[src/rtl/mux_pkg.sv]
// ---------------------------------------------------------------------------
// mux_pkg
// Shared definitions for the scanning N:1 multiplexer slice.
//   mux_state_e : controller state encoding (MAN = manual, SCAN = automatic)
//   clog2       : ceiling log2 used to size channel-index and counter signals
// ---------------------------------------------------------------------------
package mux_pkg;

  typedef enum logic {
    MAN  = 1'b0,
    SCAN = 1'b1
  } mux_state_e;

  // Ceiling log2 for elaboration-time sizing; clog2(1) is 0.
  function automatic int clog2(input int value);
    int r;
    r = 0;
    while ((1 << r) < value) begin
      r = r + 1;
    end
    return r;
  endfunction

endpackage

[src/rtl/mux_sel_nx1.sv]
// ---------------------------------------------------------------------------
// mux_sel_nx1
// Purely combinational N:1 channel selector.
//   data_in : N packed channels, channel k at bits [k*W +: W]
//   sel     : channel index
//   y       : selected channel, or all zeros when sel >= N
// ---------------------------------------------------------------------------
module mux_sel_nx1
  import mux_pkg::*;
#(
  parameter  int N  = 4,
  parameter  int W  = 1,
  localparam int SW = clog2(N)
) (
  input  logic [N*W-1:0] data_in,
  input  logic [SW-1:0]  sel,
  output logic [W-1:0]   y
);

  // Unmatched indices (only possible when N is not a power of two) fall
  // through to the zero default.
  always_comb begin
    y = '0;
    for (int k = 0; k < N; k++) begin
      if (int'(sel) == k) begin
        y = data_in[k*W +: W];
      end
    end
  end

endmodule

[src/rtl/mux_scan_nx1.sv]
// ---------------------------------------------------------------------------
// mux_scan_nx1
// Registered N:1 multiplexer with a manual-select mode and an automatic
// scan mode that dwells DWELL enabled cycles on each channel in turn.
//   clk, rst_n : clock, asynchronous active-low reset
//   en         : cycle enable; low freezes all state
//   mode       : 0 = manual select (sel), 1 = automatic scan
//   sel        : manual channel index (ignored while scanning)
//   data_in    : N packed channels of W bits
//   data_out   : registered selected channel data
//   ch_out     : index of the channel presented on data_out
//   valid_out  : data_out/ch_out were updated this cycle
//   wrap_out   : one-cycle pulse when the scan comes back to channel 0
// ---------------------------------------------------------------------------
module mux_scan_nx1
  import mux_pkg::*;
#(
  parameter  int N     = 4,
  parameter  int W     = 1,
  parameter  int DWELL = 4,
  localparam int SW    = clog2(N)
) (
  input  logic           clk,
  input  logic           rst_n,
  input  logic           en,
  input  logic           mode,
  input  logic [SW-1:0]  sel,
  input  logic [N*W-1:0] data_in,
  output logic [W-1:0]   data_out,
  output logic [SW-1:0]  ch_out,
  output logic           valid_out,
  output logic           wrap_out
);

  // A DWELL of 1 needs no real counter, but keep at least one bit.
  localparam int DW_W = (DWELL > 1) ? clog2(DWELL) : 1;

  mux_state_e      state_q,     state_d;
  logic [SW-1:0]   ch_cnt_q,    ch_cnt_d;
  logic [DW_W-1:0] dwell_q,     dwell_d;
  logic            wrap_pend_q, wrap_pend_d;
  logic [W-1:0]    data_out_q,  data_out_d;
  logic [SW-1:0]   ch_out_q,    ch_out_d;
  logic            valid_q,     valid_d;
  logic            wrap_q,      wrap_d;

  logic [SW-1:0]   mux_idx;
  logic [W-1:0]    mux_y;

  // The channel presented this cycle follows the state held before the edge.
  assign mux_idx = (state_q == SCAN) ? ch_cnt_q : sel;

  mux_sel_nx1 #(
    .N (N),
    .W (W)
  ) u_sel (
    .data_in (data_in),
    .sel     (mux_idx),
    .y       (mux_y)
  );

  // Next-state logic. wrap_pend remembers that the channel counter has just
  // rolled over, so the pulse lines up with channel 0 actually appearing on
  // ch_out, even if an enable gap falls in between.
  always_comb begin
    state_d     = state_q;
    ch_cnt_d    = ch_cnt_q;
    dwell_d     = dwell_q;
    wrap_pend_d = wrap_pend_q;
    data_out_d  = data_out_q;
    ch_out_d    = ch_out_q;
    valid_d     = 1'b0;
    wrap_d      = 1'b0;

    if (en) begin
      state_d    = mode ? SCAN : MAN;
      data_out_d = mux_y;
      ch_out_d   = mux_idx;

      if (state_q == MAN) begin
        valid_d     = (int'(sel) < N);
        ch_cnt_d    = '0;
        dwell_d     = '0;
        wrap_pend_d = 1'b0;
      end else begin
        valid_d     = 1'b1;
        wrap_d      = wrap_pend_q;
        wrap_pend_d = 1'b0;
        if (int'(dwell_q) == DWELL - 1) begin
          dwell_d = '0;
          if (int'(ch_cnt_q) == N - 1) begin
            ch_cnt_d    = '0;
            wrap_pend_d = 1'b1;
          end else begin
            ch_cnt_d = ch_cnt_q + SW'(1);
          end
        end else begin
          dwell_d = dwell_q + DW_W'(1);
        end
      end
    end
  end

  always_ff @(posedge clk or negedge rst_n) begin
    if (!rst_n) begin
      state_q     <= MAN;
      ch_cnt_q    <= '0;
      dwell_q     <= '0;
      wrap_pend_q <= 1'b0;
      data_out_q  <= '0;
      ch_out_q    <= '0;
      valid_q     <= 1'b0;
      wrap_q      <= 1'b0;
    end else begin
      state_q     <= state_d;
      ch_cnt_q    <= ch_cnt_d;
      dwell_q     <= dwell_d;
      wrap_pend_q <= wrap_pend_d;
      data_out_q  <= data_out_d;
      ch_out_q    <= ch_out_d;
      valid_q     <= valid_d;
      wrap_q      <= wrap_d;
    end
  end

  assign data_out  = data_out_q;
  assign ch_out    = ch_out_q;
  assign valid_out = valid_q;
  assign wrap_out  = wrap_q;

endmodule

[config.mk]
export PLATFORM = sky130hd
export DESIGN_NAME = mux_scan_nx1
export DESIGN_NICKNAME = d
export VERILOG_FILES = /design/src/rtl/mux_pkg.sv /design/src/rtl/mux_sel_nx1.sv /design/src/rtl/mux_scan_nx1.sv
export SDC_FILE = /design/constraint.sdc
export NUM_CORES = 1
export LEC_CHECK = 0
export BUFFER_PORTS_ARGS = -buffer_cell sky130_fd_sc_hd__buf_2
export CAP_MARGIN = 40
export CORE_AREA = 5 5 42 44
export CTS_CLUSTER_SIZE = 30
export DETAILED_ROUTE_END_ITERATION = 8
export DIE_AREA = 0 0 47 49
export GPL_ROUTABILITY_DRIVEN = 0
export HOLD_SLACK_MARGIN = 0.05
export PLACE_DENSITY = 0.73
export RECOVER_POWER = 50
export SETUP_SLACK_MARGIN = 0.1
export SLEW_MARGIN = 20
export SYNTH_ARGS = -nofsm -noshare
export SYNTH_HDL_FRONTEND = slang
export SYNTH_SLANG_ARGS = --single-unit
[constraint.sdc]
create_clock -name clk -period 3.19 [get_ports clk]
set_input_delay 0.319 -clock clk [delete_from_list [all_inputs] [get_ports clk]]
set_output_delay 0.319 -clock clk [all_outputs]
set_load 0.02 [all_outputs]
==> metrics <==
WL/cell=11.4 um; post-CTS resize count=0; hold endpoint=state_q; status=finished, final reports clean; initial antenna violation count=0; initial drt markers=6; Setup Skew=0.00120 ns; Pint=263 uW; Hold Startpoint=mode; worst reg2reg setup slack=1.73 ns; fill cell count=149; vias in the first global route=389; Total Routing Usage GR=9.85%; H-tree depth=1; reg2reg start=state_q; min Tclk post-route=1.46 ns; CP Class=reg2reg; width of the die=47 um; R2R cell count=4; share of the synthesized area in the top cell type=49.8%; Pleak=0.313 nW; Routed Antenna Nets=0; Rows=14; Place WS=1.75 ns; Avg Inst Size Synth=9.88 um2; Final Cycle Share=45.9%; CTS root buf=clkbuf_4; global-route wire length before repair=1.69 mm; CP Launch Type=register; critical path endpoint category=register; Syn-to-layout area delta=18.6%; Slew HR=56.3%; nets=85; synth cell count leaders=11 x dfrtp_1, 7 x o21ai_0, 5 x inv_1, 5 x nand2_1, 4 x nor2_1; clock-pin transition on the worst setup and hold timing paths=0.07 ns; Mapped Nets=68; Die Y=49 um; Unique masters post-synth=20; PnR worst setup slack=1.73 ns; clock power share=24.0%; Cell Area, Synth=553 um2; CTS buffer count=3; Post-synth EDFFs=0; crit path DAT=1.61 ns; Total Die Area=0.00230 mm2; WHS Path Cells=2; NetSw=125 uW; Core Area=0.00140 mm2; largest cells by area after synthesis=dfrtp_1 50%, o21ai_0 6.3%, ha_1 4.5%; Ant. Diodes=0; # IOs=15; post-DP HPWL=752 um; Yosys Warn Count=0; Synth area leader=dfrtp_1; endpoints failing hold=0; total gr overflow=0; Seq cells post-synth=11; count of final max-slew check failures=0; Max VDD drop=0.301 mV; flip-flop and latch area=275 um2; clock tree from TritonCTS=built; later-pin clock latency in the skew report=0.26 ns; Core Util, Final=46.8%; most frequent cell after synthesis=dfrtp_1; Pwr per Cell Area=592 mW/mm2; Final Non-Filler Cells=88; Min-Delay Path Class=in2reg; sequential share of the synthesized area=49.8%; Post-CTS Setup Inserts=0; Primary FF master, synth=dfrtp_1; CTS sink cnt=11; first-pass iteration count of the detailed router=5; Max Cap Violations=0; via/cell ratio=4.95; worst slew pin tran=0.656 ns; Gate power share=27.5%; fmax=684 MHz; Syn Inst Count=56; WL final=999 um; share of cells above drive strength 1=25.0%; Crit Path Max Fanout=13; Multi-input gate area=238 um2; largest net degree at the start of global routing=19; starting density of the core=39.5%; CTS hold repair buffers=1; RSZ-0062 raised after global routing=no; Residual DRC=0; IO Port Bufs=14; Setup violations, final=0; clock buffer depth=2; vias=436; Sequential Power Share=48.5%; dpl cells=83; Critical Path RT=3.34 ns; Async SR Flop Fraction=100%; setup TNS=0 ns; Sw Ratio=32.2%; RR Endpoint=data_out
==> critical path: stages (launching register included) <==
cell and delay (ns):
dfrtp_1 0.59, mux2i_1 0.31, nand2b_1 0.15, a22oi_2 0.06, mux2_4 0.25
==> state kept, by name, summed over array words and instances, names as in the netlist <==
name         flops
ch_cnt_q         2
ch_out           2
dwell_q          2
data_out         1
state_q          1
valid_out        1
wrap_out         1
wrap_pend_q      1
==> stage by stage <==
step	area, um2	hold slack [ns]	power, mW
floorplan	553	0.0234	0.267
global route	656	0.285	0.421
finish	656	0.289	0.388
CTS	658	0.286	0.394
global placement	622	0.199	0.294
detailed placement	622	0.201	0.299
==> cell usage in the layout, fill, tap and decap left out, drive strengths merged <==
cell	count
dlygate4sd3	1
mux2i	1
nand2	5
o21ai	7
nor2	4
mux2	2
nand3	3
nand2b	3
nor2b	1
buf	12
clkbuf	6
ha	2
and3	1
nand4	1
a21oi	3
a32o	2
inv	5
dfrtp	11
a22oi	1
nand3b	1
==> cells by family after synthesis <==
family / share of synthesized area, %
compound gates: 14.9
flops: 49.8
buf+inv: 7.24
mux: 6.56
simple gates: 17.0
fa+ha+maj: 4.52
==> power by group through the flow <==
| stage | Combinational [mW] | Clock, mW | Sequential [mW] |
|---|---|---|---|
| CTS | 0.109 | 0.0971 | 0.188 |
| finish | 0.107 | 0.0932 | 0.188 |
| floorplan | 0.0707 | 0 | 0.197 |
| detailed placement | 0.108 | 0 | 0.191 |
| global placement | 0.104 | 0 | 0.190 |
| global route | 0.125 | 0.103 | 0.193 |
==> metal layers <==
metal	vias up	GRT usage, %	routed length (um)
met5	-	0	0
met4	0	4.15	0
met3	0	2.58	62
met2	11	12.7	425
met1	201	15.1	511
li1	224	-	-
==> how the worst max path moves through the flow <==
stage	startpoint	to	slack, ns	cells after the start
floorplan	state_q	data_out	2.01	4
finish	state_q	data_out	1.73	4
global placement	state_q	data_out	1.81	4
detailed placement	state_q	data_out	1.75	4
global route	state_q	data_out	1.60	4
CTS	state_q	data_out	1.74	4
==> area by class of cell <==
| cell class | instances | area share [%] |
|---|---|---|
| tap | 16 | 3.05 |
| timing repair buffer | 15 | 11.8 |
| inverter | 5 | 2.86 |
| sequential | 11 | 42.0 |
| multi-input combinational | 37 | 36.3 |
| clock buffer | 4 | 4.01 |
Power figures use the tool's default switching activity.
